## src/rtl/digital_lock_ctrl.sv

```systemverilog
// Keypad door lock: X,Y,X,X,Y opens the strike; the FSM advances on a divided tick.
// Define DIGITAL_LOCK_DEBUG_EN to drive the live state/next-state codes on oCSTATE/oNSTATE.
module digital_lock_ctrl #(
  parameter int CLK_HZ     = 50_000_000,
  parameter int TICK_HZ    = 1000,
  parameter int OPEN_TICKS = 8
) (
  input  logic       iCLK,
  input  logic       iRESET,
  input  logic       iX,
  input  logic       iY,
  input  logic       iLOCK,
  output logic       oUNLOCK,
  output logic       oGREEN,
  output logic [3:0] oCSTATE,
  output logic [3:0] oNSTATE,
  output logic       oclk_div
);
  localparam int DIV = CLK_HZ / TICK_HZ;
  localparam int CW  = (DIV > 2) ? $clog2(DIV) : 1;
  localparam int OW  = (OPEN_TICKS > 1) ? $clog2(OPEN_TICKS) : 1;

  if (TICK_HZ <= 0 || CLK_HZ % TICK_HZ != 0 || DIV < 2 || DIV % 2 != 0) begin : g_bad_div
    $error("digital_lock_ctrl: CLK_HZ/TICK_HZ must be an even integer >= 2");
  end
  if (OPEN_TICKS < 1) begin : g_bad_open
    $error("digital_lock_ctrl: OPEN_TICKS must be >= 1");
  end

  typedef enum logic [3:0] {
    S_IDLE     = 4'b0000,
    S_GOT_X    = 4'b0001,
    S_GOT_XY   = 4'b0010,
    S_GOT_XYX  = 4'b0011,
    S_GOT_XYXX = 4'b0100,
    S_OPEN     = 4'b0101,
    S_ERROR    = 4'b1000
  } state_e;

  logic [CW-1:0] cnt_q;
  logic          clk_div_q;
  logic          tick;
  state_e        state_q, state_d;
  logic          x_prev_q, y_prev_q;
  logic [OW-1:0] open_cnt_q;
  logic          unlock_q, green_q;
  logic          px, py, one_x, one_y, open_done;

  // tick coincides with the 1->0 edge of the divided clock
  assign tick = (cnt_q == CW'(DIV - 1));

  always_ff @(posedge iCLK) begin
    if (iRESET) begin
      cnt_q     <= '0;
      clk_div_q <= 1'b0;
    end else begin
      cnt_q <= tick ? '0 : cnt_q + CW'(1);
      if (cnt_q == CW'(DIV / 2 - 1) || tick)
        clk_div_q <= ~clk_div_q;
    end
  end

  assign px        = iX & ~x_prev_q;
  assign py        = iY & ~y_prev_q;
  assign one_x     = px & ~py;
  assign one_y     = py & ~px;
  assign open_done = (open_cnt_q == OW'(OPEN_TICKS - 1));

  always_comb begin
    state_d = state_q;
    if (iLOCK) begin
      state_d = S_IDLE;
    end else begin
      case (state_q)
        S_IDLE:     if (px | py) state_d = one_x ? S_GOT_X    : S_ERROR;
        S_GOT_X:    if (px | py) state_d = one_y ? S_GOT_XY   : S_ERROR;
        S_GOT_XY:   if (px | py) state_d = one_x ? S_GOT_XYX  : S_ERROR;
        S_GOT_XYX:  if (px | py) state_d = one_x ? S_GOT_XYXX : S_ERROR;
        S_GOT_XYXX: if (px | py) state_d = one_y ? S_OPEN     : S_ERROR;
        S_OPEN:     if (open_done) state_d = S_IDLE;
        S_ERROR:    state_d = S_ERROR;
        default:    state_d = S_IDLE;
      endcase
    end
  end

  always_ff @(posedge iCLK) begin
    if (iRESET) begin
      state_q    <= S_IDLE;
      x_prev_q   <= 1'b0;
      y_prev_q   <= 1'b0;
      open_cnt_q <= '0;
      unlock_q   <= 1'b0;
      green_q    <= 1'b0;
    end else if (tick) begin
      state_q    <= state_d;
      x_prev_q   <= iX;
      y_prev_q   <= iY;
      open_cnt_q <= (state_q == S_OPEN && state_d == S_OPEN) ? open_cnt_q + OW'(1) : '0;
      unlock_q   <= (state_d == S_OPEN) && (state_q != S_OPEN);
      green_q    <= (state_d == S_OPEN);
    end
  end

  assign oUNLOCK  = unlock_q;
  assign oGREEN   = green_q;
  assign oclk_div = clk_div_q;

`ifdef DIGITAL_LOCK_DEBUG_EN
  assign oCSTATE = state_q;
  assign oNSTATE = state_d;
`else
  assign oCSTATE = 4'b0000;
  assign oNSTATE = 4'b0000;
`endif

endmodule

```

## config.mk

```make
export PLATFORM = sky130hd
export DESIGN_NAME = digital_lock_ctrl
export DESIGN_NICKNAME = d
export VERILOG_FILES = /design/src/rtl/digital_lock_ctrl.sv
export SDC_FILE = /design/constraint.sdc
export NUM_CORES = 1
export LEC_CHECK = 0
export ABC_AREA = 1
export BUFFER_PORTS_ARGS = -buffer_cell sky130_fd_sc_hd__buf_2
export CAP_MARGIN = 20
export CORE_ASPECT_RATIO = 0.7
export CORE_UTILIZATION = 60
export CTS_BUF_LIST = sky130_fd_sc_hd__clkbuf_8
export DETAILED_ROUTE_END_ITERATION = 8
export MAX_ROUTING_LAYER = met4
export PLACE_DENSITY = 0.79
export SLEW_MARGIN = 10
export SYNTH_ARGS = -nofsm -noshare
export SYNTH_HDL_FRONTEND = slang
export SYNTH_SLANG_ARGS = --single-unit
```

## constraint.sdc

```tcl
create_clock -name iCLK -period 3.3 [get_ports iCLK]
set_input_delay 0.165 -clock iCLK [delete_from_list [all_inputs] [get_ports iCLK]]
set_output_delay 0.165 -clock iCLK [all_outputs]
set_load 0.02 [all_outputs]
```

==> results of run 1 <==
==> cell families after synthesis <==
| kind of cell | Yosys count | synth area share |
|---|---|---|
| flip-flops | 28 | 0.362 |
| other | 1 | 0.00242 |
| adder cells (fa/ha/maj) | 3 | 0.0242 |
| buffers and inverters | 41 | 0.124 |
| XOR/XNOR | 1 | 0.00566 |
| AND/OR/NAND/NOR | 119 | 0.376 |
| AO/OA/AOI/OAI | 28 | 0.106 |
==> area by class of cell <==
class | count | area [µm²]
multi-input combinational | 159 | 823
fill | 211 | 674
sequential | 28 | 561
inverter | 32 | 120
clock buffer | 3 | 41.3
tap | 32 | 40.0
timing repair buffer | 7 | 35.0
==> Yosys cell counts <==
cell	instances
nand2_1	50
nor2_1	30
inv_1	29
dfxtp_1	28
nand3_1	13
a21oi_1	11
buf_4	8
nand4_1	8
o21ai_0	6
nor3_1	4
ha_1	3
inv_2	3
nand4_2	3
nor2_4	3
a31oi_1	2
nand2_2	2
o22ai_1	2
a211oi_1	1
a21boi_0	1
a21oi_2	1
a311oi_1	1
buf_6	1
conb_1	1
nand2_4	1
nor3_2	1
nor3_4	1
nor3b_1	1
nor3b_2	1
nor4_1	1
o21ai_1	1
o31a_1	1
o31ai_1	1
xor2_1	1
==> power by group through the flow <==
stage          clock [mW]  sequential, mW  combinational [mW]
2_1_floorplan           0           0.350              0.0333
3_3_place_gp            0           0.350              0.0313
3_5_place_dp            0           0.350              0.0324
4_1_cts             0.185           0.343              0.0324
5_1_grt             0.198           0.343              0.0370
6_report            0.182           0.343              0.0328
==> metal layers <==
layer  track usage  vias up  wire [µm]
met3        0.0670        0        204
met2         0.409       49       1420
met5             -        -          0
met1         0.364      652       1660
met4        0.0419        0          0
li1              -      723          -
==> worst reg2reg max path: stages (launching register included) <==
cell and delay, ps:
dfxtp_1 370, ha_1 180, nand2_1 100, nor2_4 180, inv_2 90, nor2_4 110
nand3_1 160, nand2_4 230, inv_2 130, o21ai_0 100, a21oi_1 60
==> flip-flops by register name, summed over array words and instances (netlist names) <==
signal,flops
cnt_q,16
y_prev_q,1
oclk_div,1
oGREEN,1
open_cnt_q,3
state_q,4
x_prev_q,1
oUNLOCK,1
==> final timing paths <==
path,end,cells after the start
min,state_q[1]$_SDFFE_PP0P_,2
min reg2reg,oGREEN$_SDFFE_PP0P_,2
max reg2reg,cnt_q[9]$_SDFF_PP0_,10
max,cnt_q[9]$_SDFF_PP0_,10
==> stage by stage <==
stage / hold WS, ps / instances
3_3_place_gp: 357 / 258
3_5_place_dp: 361 / 258
6_report: 71.8 / 261
2_1_floorplan: 234 / 228
5_1_grt: 73.9 / 261
4_1_cts: 69.2 / 261
==> layout by cell type (no fill, tap or decap) <==
cell      count
a21oi_2       1
a21oi_1      11
nand4_2       3
conb_1        8
nor4_1        1
inv_1        29
xor2_1        1
o21ai_1       1
o21ai_0       6
a311oi_1      1
a31oi_1       2
a21boi_0      1
dfxtp_1      28
nor3_2        1
nor2_4        3
o22ai_1       2
nand2_1      50
nand3_1      13
buf_2         7
nand4_1       8
clkbuf_8      3
nor3_1        4
ha_1          3
o31ai_1       1
nor2_1       30
nor3b_1       1
nor3_4        1
a211oi_1      1
nor3b_2       1
nand2_4       1
o31a_1        1
nand2_2       2
inv_2         3
==> summary.md, run 1 <==
| Metric | Value |
|---|---|
| Status | `finished clean` |
| Total track usage | `0.267` |
| Reg2reg start | `cnt_q[0]$_SDFF_PP0_` |
| Final Cycle Share | `0.548` |
| PD cells | `roughly 340 nW/µm²` |
| CP arrival | `between 1500 and 2000 ps` |
| Initial core utilization | `0.675` |
| Sequential share of power | `0.615` |
| Setup Fix Bufs, Post-CTS | `0` |
| Avg Inst Size Synth | `~7 µm²` |
| Drt total wl | `about 3300 µm` |
| Mapped Area | `~1500 µm²` |
| PortBufs | `7` |
| Final nets | `239` |
| H-tree lvl count | `1` |
| DP Area | `~1600 µm²` |
| Cell count after synthesis | `221` |
| Dpl ws | `approximately 1500 ps` |
| Yosys warns | `0` |
| Static Leakage | `around 0.71 nW` |
| Synth top area share | `0.362` |
| Worst Setup SP | `cnt_q[0]$_SDFF_PP0_` |
| Num CTS Buffers | `3` |
| Pin count of the biggest net entering global routing | `19` |
| Post-synth top area cell | `dfxtp_1` |
| Rel. slew slack | `0.630` |
| Initial antenna violation count | `0` |
| DRC viols | `0` |
| Clock buffer depth | `2` |
| First-pass GRT wire length | `5540 µm` |
| Setup tns final | `0 ps` |
| Share of layout cells above drive strength 1 | `0.114` |
| Crit. End Element | `flop` |
| Fin area | `~1600 µm²` |
| Gates resized, CTS repair | `0` |
| Dominant cells by area after synthesis | `dfxtp_1, nand2_1, nor2_1` |
| Global placer's final weighted congestion | `around 0.86` |
| CP delay by family, top | `simple AND/OR/NAND/NOR gates` |
| Core footprint | `around 2300 µm²` |
| Final worst setup slack | `1490 ps` |
| CTS tree | `done` |
| Clk_lat worst skew | `approximately 270 ps` |
| R2R setup slack | `around 1500 ps` |
| Vias in the first global route | `between 1000 and 1500` |
| Pre-antenna DRT Iters | `4` |
| Int Pwr | `0.430 mW` |
| Crit-path max cell delay | `approximately 370 ps` |
| Buf/Inv on CP | `2` |
| Die width | `62.7 µm` |
| Crit path max fanout | `18` |
| Sequential fraction of the synthesis area | `0.362` |
| Power after layout | `roughly 0.56 mW` |
| Maximum capacitance violations | `0` |
| Top-level I/O count | `16` |
| Die area | `around 2800 µm²` |
| Clk sinks | `28` |
| Comb power frac | `0.059` |
| CP cell instances | `ha_1, nand2_1, nor2_4, inv_2, nor2_4, nand3_1, nand2_4, inv_2, o21ai_0, a21oi_1` |
| Data required, critical path | `around 3500 ps` |
| Rows | `14` |
| WL/cell | `between 10 and 15 µm` |
| Synthesized flop and latch total | `28` |
| # diodes | `0` |
| Fin crit period | `1810 ps` |
| Clock transition at path regs | `about 90 ps` |
| Sw Ratio | `0.228` |
| Via count | `1424` |
| CP Launch Type | `flop` |
| Slowest library cell on the worst path | `dfxtp_1` |
| DPL Wire Length | `2630 µm` |
| ANT nets after route | `0` |
| Maximum clock frequency | `roughly 550 MHz` |
| VDD IR max | `~0.30 mV` |
| Hold_buf cts | `0` |
| NetSw | `0.127 mW` |
| Die height | `approximately 45 µm` |
| Initial DRC Count | `roughly 100` |
| Post-synthesis cell type count | `33` |
| Worst slew pin tran | `~550 ps` |
| Hold/Removal Path Class | `input pin to flop` |
| Unrepaired setup endpoints after global routing | `no` |
| Final hold viol count | `0` |
| Endpoints failing setup | `0` |
| Synth-to-layout area growth | `4.60%` |
| Grt ovf | `0` |
| Max-slew violations | `0` |
| Via density | `about 5.5` |
| Clock power frac | `0.326` |
| Core Util, Final | `0.706` |
| Final setup skew | `around 5.2 ps` |
| Root buf cell | `clkbuf_8` |
| Hold wc startpoint | `iRESET` |
| Worst Setup Path Type | `flop to flop` |
No activity file was read; power rests on OpenSTA's default activity.
==> inputs of run 2 (changes only) <==
Settings changed: ABC_AREA 1 to 0.
Clock period 3.3 ns to 1.7 ns, I/O delays scaled along.
==> summary.md, run 2 <==
| Metric | Value |
|---|---|
| DP Area | `1630 µm² (+3.4%)` |
| DRC viols | `0 (unchanged)` |
| Initial core utilization | `0.662 (-0.0132)` |
| Hold/Removal Path Class | `input pin to flop` |
| Synthesized flop and latch total | `28 (unchanged)` |
| Pin count of the biggest net entering global routing | `16 (-3)` |
| Most frequent cell after synthesis | `dfxtp_1` |
| Fin crit period | `1670 ps (-135 ps)` |
| Top-level I/O count | `16 (unchanged)` |
| Endpoints failing setup | `0 (unchanged)` |
| Comb power frac | `0.077 (+0.018)` |
| Num CTS Buffers | `3 (unchanged)` |
| Clock buffer depth | `2 (unchanged)` |
| PD cells | `667 nW/µm² (+94%)` |
| Share of layout cells above drive strength 1 | `0.272 (+0.159)` |
| Hold_buf cts | `0 (unchanged)` |
| DPL Wire Length | `2390 µm (-9.3%)` |
| Synth top area share | `0.378 (+0.0159)` |
| Data required, critical path | `1890 ps (-1580 ps)` |
| NetSw | `0.256 mW (+100%)` |
| Hold wc startpoint | `iY` |
| Max reg flops | `16 (unchanged)` |
| Drt total wl | `3240 µm (-1.3%)` |
| Clk_lat worst skew | `270 ps (about the same)` |
| PortBufs | `7 (unchanged)` |
| Synth Flop Type | `dfxtp_1` |
| Rows | `14 (unchanged)` |
| H-tree lvl count | `1 (unchanged)` |
| Initial DRC Count | `71 (-32%)` |
| Crit. End Element | `flop` |
| Post-synth top area cell | `dfxtp_1` |
| Fin area | `1740 µm² (+7.3%)` |
| Via density | `5.63 (+3.2%)` |
| Clock transition at path regs | `90 ps (about the same)` |
| Clock power frac | `0.347 (+0.021)` |
| ANT nets after route | `0 (unchanged)` |
| Initial antenna violation count | `0 (unchanged)` |
| Commonest non-fill, non-tap cell in the layout | `nor2_1` |
| CP Launch Type | `flop` |
| Yosys warns | `0 (unchanged)` |
| Worst Setup SP | `cnt_q[12]$_SDFF_PP0_` |
| VDD IR max | `0.853 mV (+180%)` |
| Sequential fraction of the synthesis area | `0.378 (+0.0159)` |
| Maximum capacitance violations | `0 (unchanged)` |
| Maximum clock frequency | `597 MHz (+8.1%)` |
| First-pass GRT wire length | `5370 µm (-3.1%)` |
| Total track usage | `0.281 (+0.0142)` |
| Commonest cells in the netlist | `dfxtp_1, nor2_1, nand2_1` |
| Static Leakage | `0.699 nW (-1.7%)` |
| CP arrival | `1870 ps (-110 ps)` |
| Reg2reg start | `cnt_q[12]$_SDFF_PP0_` |
| Placed insts | `217 (-16%)` |
| Worst Setup Path Type | `flop to flop` |
| Post-synthesis cell type count | `47 (+42%)` |
| Ys async rst share | `0 (unchanged)` |
| Final nets | `200 (-16%)` |
| Final setup skew | `2.61 ps (-2.55 ps)` |
| Final hold viol count | `0 (unchanged)` |
| Crit path max fanout | `3 (-15)` |
| Cell count after synthesis | `169 (-24%)` |
| Die height | `43.6 µm (-2.0%)` |
| Max-slew violations | `0 (unchanged)` |
| Status | `finished clean` |
| EDFF count, synth | `0 (unchanged)` |
| Clk sinks | `28 (unchanged)` |
| Core footprint | `2240 µm² (-2.3%)` |
| Sequential share of power | `0.576 (-0.039)` |
| Non-filler cells, final | `223 (-15%)` |
| CTS tree | `done` |
| Die width | `61.4 µm (-2.1%)` |
| Avg Inst Size Synth | `8.78 µm² (+25%)` |
| Final Cycle Share | `0.984 (+0.436)` |
| Global placer's final weighted congestion | `0.971 (+12%)` |
| Pre-antenna DRT Iters | `4 (unchanged)` |
| Commonest cells after routing, fill and taps aside | `nor2_1, dfxtp_1, nand2_1, buf_4, xor2_1` |
| Grt ovf | `0 (unchanged)` |
| Root buf cell | `clkbuf_8` |
| Int Pwr | `0.904 mW (+110%)` |
| Largest Register | `cnt_q` |
| Dominant cells by area after synthesis | `dfxtp_1, nor2_1, xor2_1` |
| Via count | `1256 (-12%)` |
| Largest regs | `cnt_q x16, state_q x4, open_cnt_q x3` |
| Synth-to-layout area growth | `17.2%` |
| WL/cell | `14.5 µm (+16%)` |
| # diodes | `0 (unchanged)` |
| Mapped Area | `1480 µm² (-4.2%)` |
| Unrepaired setup endpoints after global routing | `yes` |
| Die area | `2680 µm² (-4.0%)` |
| Sw Ratio | `0.220 (-0.00708)` |
| Vias in the first global route | `1163 (-7.6%)` |
==> run 2: cell count changes after synthesis, moves of 4 or more <==
| cell | change |
|---|---|
| nor2_1 | -6 |
| nand4_1 | -6 |
| xnor2_1 | +4 |
| nand2_1 | -34 |
| nand3_1 | -8 |
| xor2_1 | +9 |
| inv_1 | -26 |
==> run 2: worst paths after layout <==
check	end	slack, ps	cells past startpoint
hold reg to reg	y_prev_q$_SDFFE_PP0P_	470	2
hold / removal	y_prev_q$_SDFFE_PP0P_	80	3
setup reg to reg	oUNLOCK$_SDFFE_PP0P_	30	5
setup / recovery	oUNLOCK$_SDFFE_PP0P_	30	5
==> run 2: area by class of cell <==
cell class,count,area (µm²)
clock buffer,4,55.1
inverter,3,11.3
fill,171,503
multi-input combinational,132,891
timing repair buffer,24,175
tap,32,40.0
sequential,28,567
==> run 2: metal layers <==
| layer | global-route usage | routed length (µm) | up-vias |
|---|---|---|---|
| met5 | - | 0 | - |
| met1 | 0.387 | 1580 | 578 |
| met4 | 0.0356 | 11 | 0 |
| li1 | - | - | 626 |
| met2 | 0.433 | 1440 | 50 |
| met3 | 0.0687 | 206 | 2 |
==> run 2: cell families after synthesis <==
| logic type | Yosys count | synth area share |
|---|---|---|
| simple gates | 77 | 0.311 |
| compound gates | 29 | 0.131 |
| flops | 28 | 0.378 |
| buf+inv | 16 | 0.0624 |
| xor+xnor | 14 | 0.0826 |
| fa+ha+maj | 3 | 0.0253 |
| other cells | 1 | 0.00253 |
| mux | 1 | 0.00759 |
==> run 2: power by group through the flow <==
| stage | Sequential (mW) | Combinational (mW) | Clock (mW) |
|---|---|---|---|
| floorplan | 0.681 | 0.0621 | 0 |
| global placement | 0.680 | 0.0769 | 0 |
| detailed placement | 0.681 | 0.0783 | 0 |
| CTS | 0.666 | 0.0797 | 0.409 |
| global route | 0.668 | 0.0990 | 0.438 |
| finish | 0.668 | 0.0892 | 0.403 |
==> run 2: metrics by stage <==
stage	hold slack, ps	power, mW	utilization	TNS, ps	setup slack (ps)
3_3_place_gp	359	0.757	0.728	0	52.2
4_1_cts	77.5	1.15	0.753	0	11.4
6_report	78.4	1.16	0.776	0	26.4
3_5_place_dp	369	0.759	0.728	-2.51	-2.51
5_1_grt	85.9	1.21	0.776	-62.8	-49.5
2_1_floorplan	225	0.743	-	0	2.45
==> run 2: worst max-delay path, cell delays in order (launching register included) <==
cell and delay, ps:
dfxtp_2 350, nor4_4 370, nand4_4 160, nor4_4 290, a21bo_1 250, o31ai_2 170
==> run 2: repair_timing <==
item,in CTS,in global routing
gates resized for setup,1,9
endpoints found under the setup margin,1,5
pin swaps,1,4
buffers inserted,0,2
